**config.mk**
```make
export PLATFORM = sky130hd
export DESIGN_NAME = xoperand_entry
export DESIGN_NICKNAME = d
export VERILOG_FILES = /design/src/rtl/xoperand_entry.sv
export SDC_FILE = /design/constraint.sdc
export NUM_CORES = 1
export LEC_CHECK = 0
export ABC_AREA = 1
export ABC_CLOCK_PERIOD_IN_PS = 2700
export CORE_MARGIN = 8
export CORE_UTILIZATION = 60
export DETAILED_ROUTE_END_ITERATION = 16
export PLACE_DENSITY_LB_ADDON = 0.3
export SYNTH_ARGS = -nofsm -noshare
export SYNTH_HDL_FRONTEND = slang
export SYNTH_SLANG_ARGS = --single-unit
```
**constraint.sdc**
```tcl
create_clock -name clk -period 2.7 [get_ports clk]
set_input_delay 0.54 -clock clk [delete_from_list [all_inputs] [get_ports clk]]
set_output_delay 0.54 -clock clk [all_outputs]
set_load 0.03 [all_outputs]
```
**src/rtl/xoperand_entry.sv**
```systemverilog
// Keypad-driven signed decimal operand entry with iterative backspace (divide by 10)
// and a one-cycle load strobe into a downstream register.
`ifndef DATA_W
`define DATA_W 32
`endif

module xoperand_entry #(
  parameter int unsigned N          = `DATA_W,
  parameter int unsigned MAX_DIGITS = 9
) (
  input  logic         clk,
  input  logic         rst,
  input  logic         key_valid,
  input  logic [3:0]   key_code,
  output logic         key_ready,
  output logic [N-1:0] value,
  output logic [3:0]   digits,
  output logic         load,
  output logic         overflow
);

  localparam int unsigned CntW = (N > 2) ? $clog2(N) : 1;

  typedef enum logic [1:0] {StIdle, StDiv, StLoad} state_e;

  state_e          state_q, state_d;
  logic [N-1:0]    mag_q, mag_d;
  logic [N-1:0]    quo_q, quo_d;
  logic [3:0]      rem_q, rem_d;
  logic [CntW-1:0] cnt_q, cnt_d;
  logic            sign_q, sign_d;
  logic [3:0]      dig_q, dig_d;
  logic            ovf_q, ovf_d;

  logic            accept;
  logic [N+3:0]    mac;
  logic [4:0]      rem_shift;
  logic            rem_ge;
  logic [N-1:0]    quo_next;

  assign key_ready = (state_q == StIdle) && !rst;
  assign load      = (state_q == StLoad) && !rst;
  assign accept    = key_valid && key_ready;
  assign value     = sign_q ? (~mag_q + 1'b1) : mag_q;
  assign digits    = dig_q;
  assign overflow  = ovf_q;

  // magnitude*10 + digit, kept N+4 bits wide before truncation
  assign mac = ({4'b0, mag_q} << 3) + ({4'b0, mag_q} << 1) + {{N{1'b0}}, key_code};

  // One restoring-division step: quotient bits shift in while the dividend shifts out
  assign rem_shift = {rem_q, quo_q[N-1]};
  assign rem_ge    = (rem_shift >= 5'd10);
  assign quo_next  = {quo_q[N-2:0], rem_ge};

  always_comb begin
    state_d = state_q;
    mag_d   = mag_q;
    quo_d   = quo_q;
    rem_d   = rem_q;
    cnt_d   = cnt_q;
    sign_d  = sign_q;
    dig_d   = dig_q;
    ovf_d   = ovf_q;
    unique case (state_q)
      StIdle: begin
        if (accept) begin
          if (key_code <= 4'd9) begin
            if (key_code == 4'd0 && mag_q == '0) begin
              mag_d = mag_q;
            end else if (dig_q == 4'(MAX_DIGITS)) begin
              ovf_d = 1'b1;
            end else begin
              mag_d = mac[N-1:0];
              dig_d = dig_q + 4'd1;
            end
          end else begin
            case (key_code)
              4'd10: if (mag_q != '0) sign_d = ~sign_q;
              4'd11: begin
                if (dig_q != 4'd0) begin
                  state_d = StDiv;
                  quo_d   = mag_q;
                  rem_d   = 4'd0;
                  cnt_d   = '0;
                end
              end
              4'd12: begin
                mag_d  = '0;
                sign_d = 1'b0;
                dig_d  = 4'd0;
                ovf_d  = 1'b0;
              end
              4'd13:   state_d = StLoad;
              default: state_d = StIdle;
            endcase
          end
        end
      end
      StDiv: begin
        quo_d = quo_next;
        rem_d = rem_ge ? 4'(rem_shift - 5'd10) : rem_shift[3:0];
        cnt_d = cnt_q + 1'b1;
        if (cnt_q == CntW'(N - 1)) begin
          state_d = StIdle;
          mag_d   = quo_next;
          dig_d   = dig_q - 4'd1;
          if (quo_next == '0) sign_d = 1'b0;
        end
      end
      StLoad: begin
        state_d = StIdle;
        mag_d   = '0;
        sign_d  = 1'b0;
        dig_d   = 4'd0;
        ovf_d   = 1'b0;
      end
      default: state_d = StIdle;
    endcase
  end

  always_ff @(posedge clk) begin
    if (rst) begin
      state_q <= StIdle;
      mag_q   <= '0;
      quo_q   <= '0;
      rem_q   <= 4'd0;
      cnt_q   <= '0;
      sign_q  <= 1'b0;
      dig_q   <= 4'd0;
      ovf_q   <= 1'b0;
    end else begin
      state_q <= state_d;
      mag_q   <= mag_d;
      quo_q   <= quo_d;
      rem_q   <= rem_d;
      cnt_q   <= cnt_d;
      sign_q  <= sign_d;
      dig_q   <= dig_d;
      ovf_q   <= ovf_d;
    end
  end

endmodule

```
# ---- After elaboration in Yosys (flattened, before gate mapping)
# Index checks and enable logic that the tools add are counted.
dict set report word_totals {
  reg_bits 81
  in_bits 7
  out_inout_bits 39
  elab_cells 111
}
dict set report classes {
  addsub 7
  order_cmp 2
  n_eq_ne 22
  muxes 50
  bitwise 2
  n_reduce_logical 20
}
# cell count
set ops {}
lappend ops {{two-way mux 32 bit} 11}
lappend ops {{case mux 32 bit (3 select lines)} 1}
lappend ops {{zero test 32 bit} 2}
lappend ops {{case mux 32 bit (2 select lines)} 1}
lappend ops {{two-way mux 4 bit} 11}
lappend ops {{adder 32 x 1 -> 32 bit (second input constant)} 1}
lappend ops {{adder 32 bit} 1}
lappend ops {{adder 32 x 4 -> 32 bit} 1}
lappend ops {{inverter 32 bit} 1}
lappend ops {{nonzero test 32 bit} 1}
lappend ops {{equality test 4 bit (second input constant)} 5}
lappend ops {{two-way mux 5 bit} 4}
lappend ops {{AND reduction 5 bit} 3}
lappend ops {{!= test 3 bit (second input constant)} 4}
lappend ops {{case mux 4 bit (3 select lines)} 1}
lappend ops {{two-way mux 1 bit} 10}
lappend ops {{!= test 2 bit (second input constant)} 5}
lappend ops {{case mux 5 bit (2 select lines)} 1}
lappend ops {{two-way mux 2 bit} 4}
lappend ops {{case mux 4 bit (2 select lines)} 1}
lappend ops {{AND reduction 7 bit} 1}
lappend ops {{!= test 3 x 1 -> 1 bit (second input constant)} 2}
lappend ops {{case mux 2 bit (3 select lines)} 1}
lappend ops {{AND reduction 6 bit} 1}
lappend ops {{23 further kinds} 29}

# ---- Depth between registers and ports, before layout
# Gate-level depths: netlist of the first run.
dict set report depth {
  ltp_word 7
  ltp_mapped 15
  mapped_depth_nobuf 15
}

# ---- Worst setup path after synthesis of the first run
# Ideal clock, no wire load.
dict set report synth_timing {
  path_kind {register to output}
  start {reg mag_q[0]}
  end {out value[30]}
  t_arrival_ns 1.978
  required_ns 2.160
  setup_slack_ns 0.182
  path_stages_with_launch 11
  n_path_buf 0
  cell_sequence {dfxtp_1 inv_1 ha_1 nand3_1 nor2_1 nand3_1 nor2_2 inv_1 o21ai_0 nand3_1 xor2_1}
}
dict set report synth_via {
  elab_chain_cells 3
}
# item line_no
set synth_lines {}
lappend synth_lines {{from (decl)} 27} ;# logic [N-1:0] mag_q, mag_d;
lappend synth_lines {{from (signal assigned)} 134} ;# mag_q <= mag_d;
lappend synth_lines {{inverter 32 bit} 44} ;# assign value = sign_q ? (~mag_q + 1'b1) : mag_q;
lappend synth_lines {{adder 32 x 1 -> 32 bit} 44}
lappend synth_lines {{two-way mux 32 bit} 44}
lappend synth_lines {{to (decl)} 16} ;# output logic [N-1:0] value,
# Every way passes these cells.

# ---- Worst setup path after layout of the first run
dict set report layout_timing {
  start {reg mag_q[1]}
  end {out value[23]}
}
# Same word-level chain as after synthesis.

==> metrics.sh, run 1 <==
FINALHOLDVIOLATIONS=0
NFILLCELLS=1156
INITIAL_CELL_DENSITY_OF_THE_CORE_PCT=61.03
DETAIL_ROUTE.ITER0.VIOLATIONS=878
VIAS=8619
SETUP_VIOL=0
MAXSLEWVIOLCOUNT=0
INSERTEDDIODECOUNT=0
HTREE_NUM_LEVELS=3
CTS-HOLD-FIX-BUFFERS=0
FINALINSTANCEAREA_MM2=0.008897
COUNT_OF_FLIP_FLOPS_WITH_A_BUILT_IN_ENABLE_AFTER_SYNTHESIS=0
MAX-VDD-IR-DROP_mV=0.8782
CTS_TREE='done'
GRT_USAGE_PCT=28.06
SYNTH_MUX_AREA_SHARE_PCT=0
FLOORPLAN.DIE_AREA_MM2=0.01660
WORSTSKEWPAIRLATENCY_NS=0.35
GLOBALROUTEOVERFLOWTOTAL=0
LAYOUT_COMMON_CELLS='nand2_1, inv_1, nor2_1'
CRITPATHARRIVALTIME_NS=2.13
GRT_SETUP_UNREPAIRED='yes'
CRIT_PATH_START_KIND='register'
PLACE.GP.CONGESTION=0.9962
MIN_TO='quo_q[26]'
WORST_SLACK_NS=0.03402
YS_ASYNC_SR_FRACTION_PCT=0
BUFFER_PORTS.INSERTED=45
DIE_W_UM=128.8
POSTPLACECELLAREA_MM2=0.008367
ACHIEVABLE_FREQUENCY_MHz=375.1
MAXSLEWHEADROOM_PCT=53.95
DIE_H_UM=128.8
CLOCK_PATH_BUFFERS=2
WORSTSETUPPATHTYPE='register to output pin'
HP-CLASS='register to register'
HOLDCRITSTARTPOINT='quo_q[26]'
WL_PER_CELL_UM=15.61
R2R_END='mag_q[29]'
SYNTH_COMPOUND_GATE_AREA_SHARE_PCT=14.02
ROUTE.DETAILED.DRC=0
STATIC-LEAKAGE-POWER_nW=4.502
WORST_PIN_SLEW_NS=0.6864
CAP_VIOLATIONS=0
YOSYSSEQAREASHARE_PCT=21.23
GLOBAL_ROUTE_WIRE_LENGTH_BEFORE_REPAIR_UM=37650
NUMBER_OF_GLOBAL_ROUTE_VIAS_BEFORE_REPAIR=7925
CLOCK_SINKS=81
NUMCTSBUFFERS=9
ANTENNA_FOUND_INITIAL=0
SYNTH_FLOP_CELL='dfxtp_1'
CORE.ROWCOUNT=41
SYNTH-SIMPLE-AREA-SHARE_PCT=37.53
REGTOREGSTARTPOINT='mag_q[2]'
FINAL_PERIOD_MINUS_WORST_SETUP_SLACK_NS=2.666
POWER.DENSITY_CELL_AREA_mW_PER_MM2=1182
DETAILED_PLACE_HPWL_UM=17950
YOSYS.AREA_SHARE.XOR_XNOR_PCT=4.357
SYNTHADDERAREAFRAC_PCT=11.99
ROUTE.DETAILED.VIAS_PER_INST=5.682
POST-ROUTE-PERIOD-UTIL_PCT=98.74
IOS=46
SKEW_NS=0.005489
FP.COREAREA_MM2=0.01252
CLOCK-ROOT-BUFFER='clkbuf_16'
HOLD_DEPTH=2
PATH_CLK_SLEW_NS=0.07
POST_ROUTE_CELLS_DRIVE_ABOVE_1_SHARE_PCT=13.31
SYNTHTOLAYOUTAREAGROWTH_PCT=16.48
SYNTH_TOP_FAMILY_BY_AREA='simple AND/OR/NAND/NOR gates'
DETAIL_ROUTE.WIRELENGTH_UM=23680
SYNTH-SEQ-CELLS=81
DP_SLACK_NS=-0.5033
LAYOUT.CORE_UTILIZATION_PCT=71.08
WORSTPATHMAXFANOUT=4
CRITICAL_PATH_REQUIRED_NS=2.16
AVGSYNTHCELLAREA_UM2=5.972
SYNTH.YOSYS.WARNINGS=0
DRT.ANTENNA.VIOLATING_NETS=0
REGTOREGSETUPSLACK_NS=0.18
SYN-CELL-AREA_MM2=0.007639
GRT_MAX_DEGREE=68
DETAILEDROUTE.FIRSTPASSITERATIONCOUNT=6
TIMING.CRITICAL_PATH.TO_TYPE='output pin'
RUN_STATUS='finished clean'
SYNTH_NETS=1358
SYNTH.DISTINCT_CELLS=42
MOST_COMMON_LIBRARY_CELL_IN_THE_LAYOUT_IGNORING_FILL_AND_TAPS='nand2_1'
WORST_R2R_PATH_DEPTH=13
POSTSYNTHCELLCOUNT=1279
DESIGN.FINAL.NETS=1419
-- layer usage --
| metal | GRT usage [%] | vias to the layer above | part of all wire [%] |
|---|---|---|---|
| li1 | - | 4213 | - |
| met1 | 33.91 | 3888 | 41 |
| met2 | 46.52 | 437 | 46 |
| met3 | 4.882 | 81 | 9.0 |
| met4 | 15.20 | 0 | 4.3 |
| met5 | 0 | - | 0 |
-- through the flow --
step	instances	hold slack [ns]	setup TNS (ns)	power, mW
2_1_floorplan	1279	0.4574	0	6.526
6_report	1517	0.4878	0	10.52
3_5_place_dp	1496	0.4747	-10.92	8.792
4_1_cts	1512	0.4858	-0.03255	10.13
3_3_place_gp	1496	0.4737	-10.03	8.689
5_1_grt	1517	0.5087	-0.5876	11.27
-- critical path, stage by stage, from the launching register on --
cell     delay [ns]
dfxtp_1        0.32
inv_2          0.08
buf_4          0.13
nand3_2        0.12
nor3_4         0.19
nand2_2        0.13
inv_2          0.08
nand4_1        0.16
nand2_2        0.14
buf_4          0.11
xor2_1         0.14
buf_4          0.18
-- what timing repair did --
action | in CTS | in global routing
setup endpoints to repair | 41 | 41
pin swaps | 6 | 14
resized for setup | 29 | 43
setup buffers | 0 | 5
gates cloned | 0 | 0
-- flip-flops by register name, summed over array words and instances, names as in the netlist --
name,count
sign_q,1
cnt_q,5
overflow,1
mag_q,32
digits,4
quo_q,32
state_q,2
rem_q,4
-- Yosys cell counts, types with 2 or more instances --
cell	n	share of area (%)
a211oi_1	2	0.20
a21oi_1	80	5.2
a21oi_2	17	1.9
and2_1	2	0.16
buf_2	8	0.52
buf_4	5	0.49
buf_6	3	0.44
clkbuf_1	22	1.1
clkinv_1	2	0.098
dfxtp_1	81	21
fa_1	2	0.52
ha_1	70	11
inv_1	156	7.7
inv_2	4	0.20
nand2_1	397	20
nand2_2	11	0.90
nand3_1	82	5.4
nand3b_1	7	0.69
nand4_1	16	1.3
nor2_1	150	7.4
nor2_2	4	0.33
nor3_1	16	1.0
o211ai_1	3	0.29
o21ai_0	66	4.3
o21ai_1	10	0.66
o21ai_2	2	0.23
o21bai_1	2	0.20
o22ai_1	9	0.74
xnor2_1	4	0.46
xor2_1	34	3.9
-- cell families after synthesis --
group | Yosys count
AND/OR/NAND/NOR | 691
AO/OA/AOI/OAI | 193
adder cells (fa/ha/maj) | 72
XOR/XNOR | 38
buffers and inverters | 204
flip-flops | 81
-- final cells by class --
class	count	area [um^2]	share of cell area (%)
clock buffers	9	225.2	2.531
clock inverters	7	55.05	0.6188
inverters	163	618.1	6.947
multi-input cells	994	5381	60.48
flip-flops and latches	81	1627	18.28
well taps	172	215.2	2.419
repair buffers	91	775.7	8.719
-- worst max path at each step --
stage	startpoint	endpoint	slack (ns)	cells past startpoint
final	mag_q[1]	value[23]	0.03	11
after global routing	mag_q[1]	value[23]	-0.08	11
after CTS	mag_q[0]	value[28]	-0.02	12
after detailed placement	key_code[3]	mag_q[26]	-0.50	16
after global placement	key_code[3]	mag_q[26]	-0.46	16
after floorplan	mag_q[0]	value[30]	0.18	10
-- power by group --
part	switching, mW	total (mW)	internal, mW	leakage (nW)
Clock	0.550	1.18	0.631	0.132
Sequential	0.437	1.91	1.47	0.660
Combinational	4.81	7.43	2.62	3.71
No activity file was read; power rests on OpenSTA's default activity.
==> inputs of run 2 (changes only) <==
CELL_PAD_IN_SITES_DETAIL_PLACEMENT = 1   (was default)
CELL_PAD_IN_SITES_GLOBAL_PLACEMENT = 2   (was default)
CORE_UTILIZATION = 33   (was 60)
==> run 2 against run 1 <==
Compared with the run above:
- sequential power about the same
- combinational power increased by 12%
- clock power increased by 10%
- clock skew increased by 0.0076 ns
- die area increased by 70%
- largest power group unchanged
- hold slack improved by 0.0034 ns
- global-route usage decreased by 7.2 points
==> metrics.sh, run 2 (synthesis gave the netlist of run 1 again) <==
RUN_STATUS='finished clean'
TIMING.CRITICAL_PATH.TO_TYPE='output pin'
DESIGN.FINAL.NETS=1457
DETAIL_ROUTE.ITER0.VIOLATIONS=368
FINAL.SETUP.TNS_NS=0
FINAL_PERIOD_MINUS_WORST_SETUP_SLACK_NS=2.688
NUMCTSBUFFERS=9
CLOCK_PATH_BUFFERS=2
SETUP_VIOL=0
ROUTE.DETAILED.DRC=0
STATIC-LEAKAGE-POWER_nW=4.761
WORST_SLACK_NS=0.01177
INITIAL_CELL_DENSITY_OF_THE_CORE_PCT=33.64
WORSTPATHMAXFANOUT=3
GLOBAL_ROUTE_WIRE_LENGTH_BEFORE_REPAIR_UM=47080
WORSTSETUPPATHTYPE='register to output pin'
GRT_USAGE_PCT=20.82
INSERTEDDIODECOUNT=0
DRT.ANTENNA.VIOLATING_NETS=0
HTREE_NUM_LEVELS=3
WL_PER_CELL_UM=17.42
BIGGEST_REGISTERS_AFTER_LAYOUT='mag_q: 32 flops, quo_q: 32 flops, cnt_q: 5 flops'
FLOORPLAN.DIE_AREA_MM2=0.02827
MAX-VDD-IR-DROP_mV=0.6643
POST-ROUTE-PERIOD-UTIL_PCT=99.56
ROUTE.DETAILED.VIAS_PER_INST=5.021
WORST_PIN_SLEW_NS=0.6578
CTS-HOLD-FIX-BUFFERS=0
POWER.DENSITY_CELL_AREA_mW_PER_MM2=1206
DIE_H_UM=168.1
PLACE.GP.CONGESTION=0.8741
SYNTHTOLAYOUTAREAGROWTH_PCT=25.08
DIE_W_UM=168.1
IOS=46
FINALHOLDVIOLATIONS=0
CORE.ROWCOUNT=55
DETAIL_ROUTE.WIRELENGTH_UM=29040
CLOCK_SINKS=81
PATH_CLK_SLEW_NS=0.07
DESIGN_POWER_TOTAL_mW=11.53
GLOBALROUTEOVERFLOWTOTAL=0
MAXSLEWHEADROOM_PCT=56.10
REGTOREGSETUPSLACK_NS=0.11
ACHIEVABLE_FREQUENCY_MHz=372.0
BUFFER_PORTS.INSERTED=45
VIAS=8370
FP.COREAREA_MM2=0.02271
MOST_COMMON_LIBRARY_CELL_IN_THE_LAYOUT_IGNORING_FILL_AND_TAPS='nand2_1'
CRITPATHARRIVALTIME_NS=2.15
MAXSLEWVIOLCOUNT=0
GRT_SETUP_UNREPAIRED='yes'
CTS_TREE='done'
WORSTSKEWPAIRLATENCY_NS=0.36
GRT_MAX_DEGREE=68
CLOCK-ROOT-BUFFER='clkbuf_16'
LAYOUT.CORE_UTILIZATION_PCT=42.07
CRIT_PATH_START_KIND='register'
CAP_VIOLATIONS=0
NUMBER_OF_GLOBAL_ROUTE_VIAS_BEFORE_REPAIR=8742
DP_SLACK_NS=-0.5886
HP-CLASS='register to register'
DETAILEDROUTE.FIRSTPASSITERATIONCOUNT=4
LAYOUT_COMMON_CELLS='nand2_1, inv_1, nor2_1'
CRITICAL_PATH_REQUIRED_NS=2.16
ANTENNA_FOUND_INITIAL=0
POSTPLACECELLAREA_MM2=0.008796
SKEW_NS=0.01306
FINALINSTANCEAREA_MM2=0.009554
DETAILED_PLACE_HPWL_UM=22960
POST_ROUTE_CELLS_DRIVE_ABOVE_1_SHARE_PCT=17.58
## run 2: critical path, cell delays in order (launching register included)
cell and delay (ns):
dfxtp_2 0.34, inv_4 0.07, ha_4 0.15, nand3_4 0.07, nor2_4 0.12, nand3_4 0.10, nor2_4 0.20, inv_2 0.05
o21ai_1 0.11, buf_4 0.14, nand3_2 0.06, xor2_1 0.18, buf_4 0.20
## run 2: final timing paths
path              cells after the start      start         to
setup / recovery                     12   mag_q[1]  value[30]
hold / removal                        2  quo_q[25]  quo_q[25]
setup reg to reg                     16   mag_q[2]  mag_q[25]
hold reg to reg                       2  quo_q[25]  quo_q[25]
## run 2: what timing repair did
| action | CTS | global route |
|---|---|---|
| pin swaps | 15 | 21 |
| setup endpoints to repair | 50 | 41 |
| gates resized for setup | 52 | 58 |
| setup buffers | 9 | 4 |
## run 2: metrics by stage
stage / hold slack (ns) / instances
floorplan: 0.4574 / 1279
global placement: 0.4733 / 1639
detailed placement: 0.4779 / 1639
CTS: 0.4901 / 1663
global route: 0.5252 / 1667
finish: 0.4912 / 1667
## run 2: area by class of cell
| cell class | instances | area [um^2] |
|---|---|---|
| Clock inverter | 6 | 68.82 |
| Timing Repair Buffer | 129 | 1135 |
| Tap cell | 285 | 356.6 |
| Clock buffer | 9 | 225.2 |
| Multi-Input combinational cell | 994 | 5509 |
| Sequential cell | 81 | 1639 |
| Inverter | 163 | 620.6 |
| Fill cell | 3028 | 13160 |
## run 2: power by group
group          total [mW]  leakage (nW)  internal [mW]  switching [mW]
logic                8.31          3.96           3.10            5.21
clock network        1.30         0.142          0.718           0.580
registers            1.92         0.663           1.48           0.434
total                11.5          4.76           5.30            6.23
## run 2: metal layers
layer  part of all wire, %  global-route usage [%]
met1                    48                   26.81
met2                    47                   35.11
met3                   3.5                   3.555
met4                   2.3                   5.939
met5                     0                       0
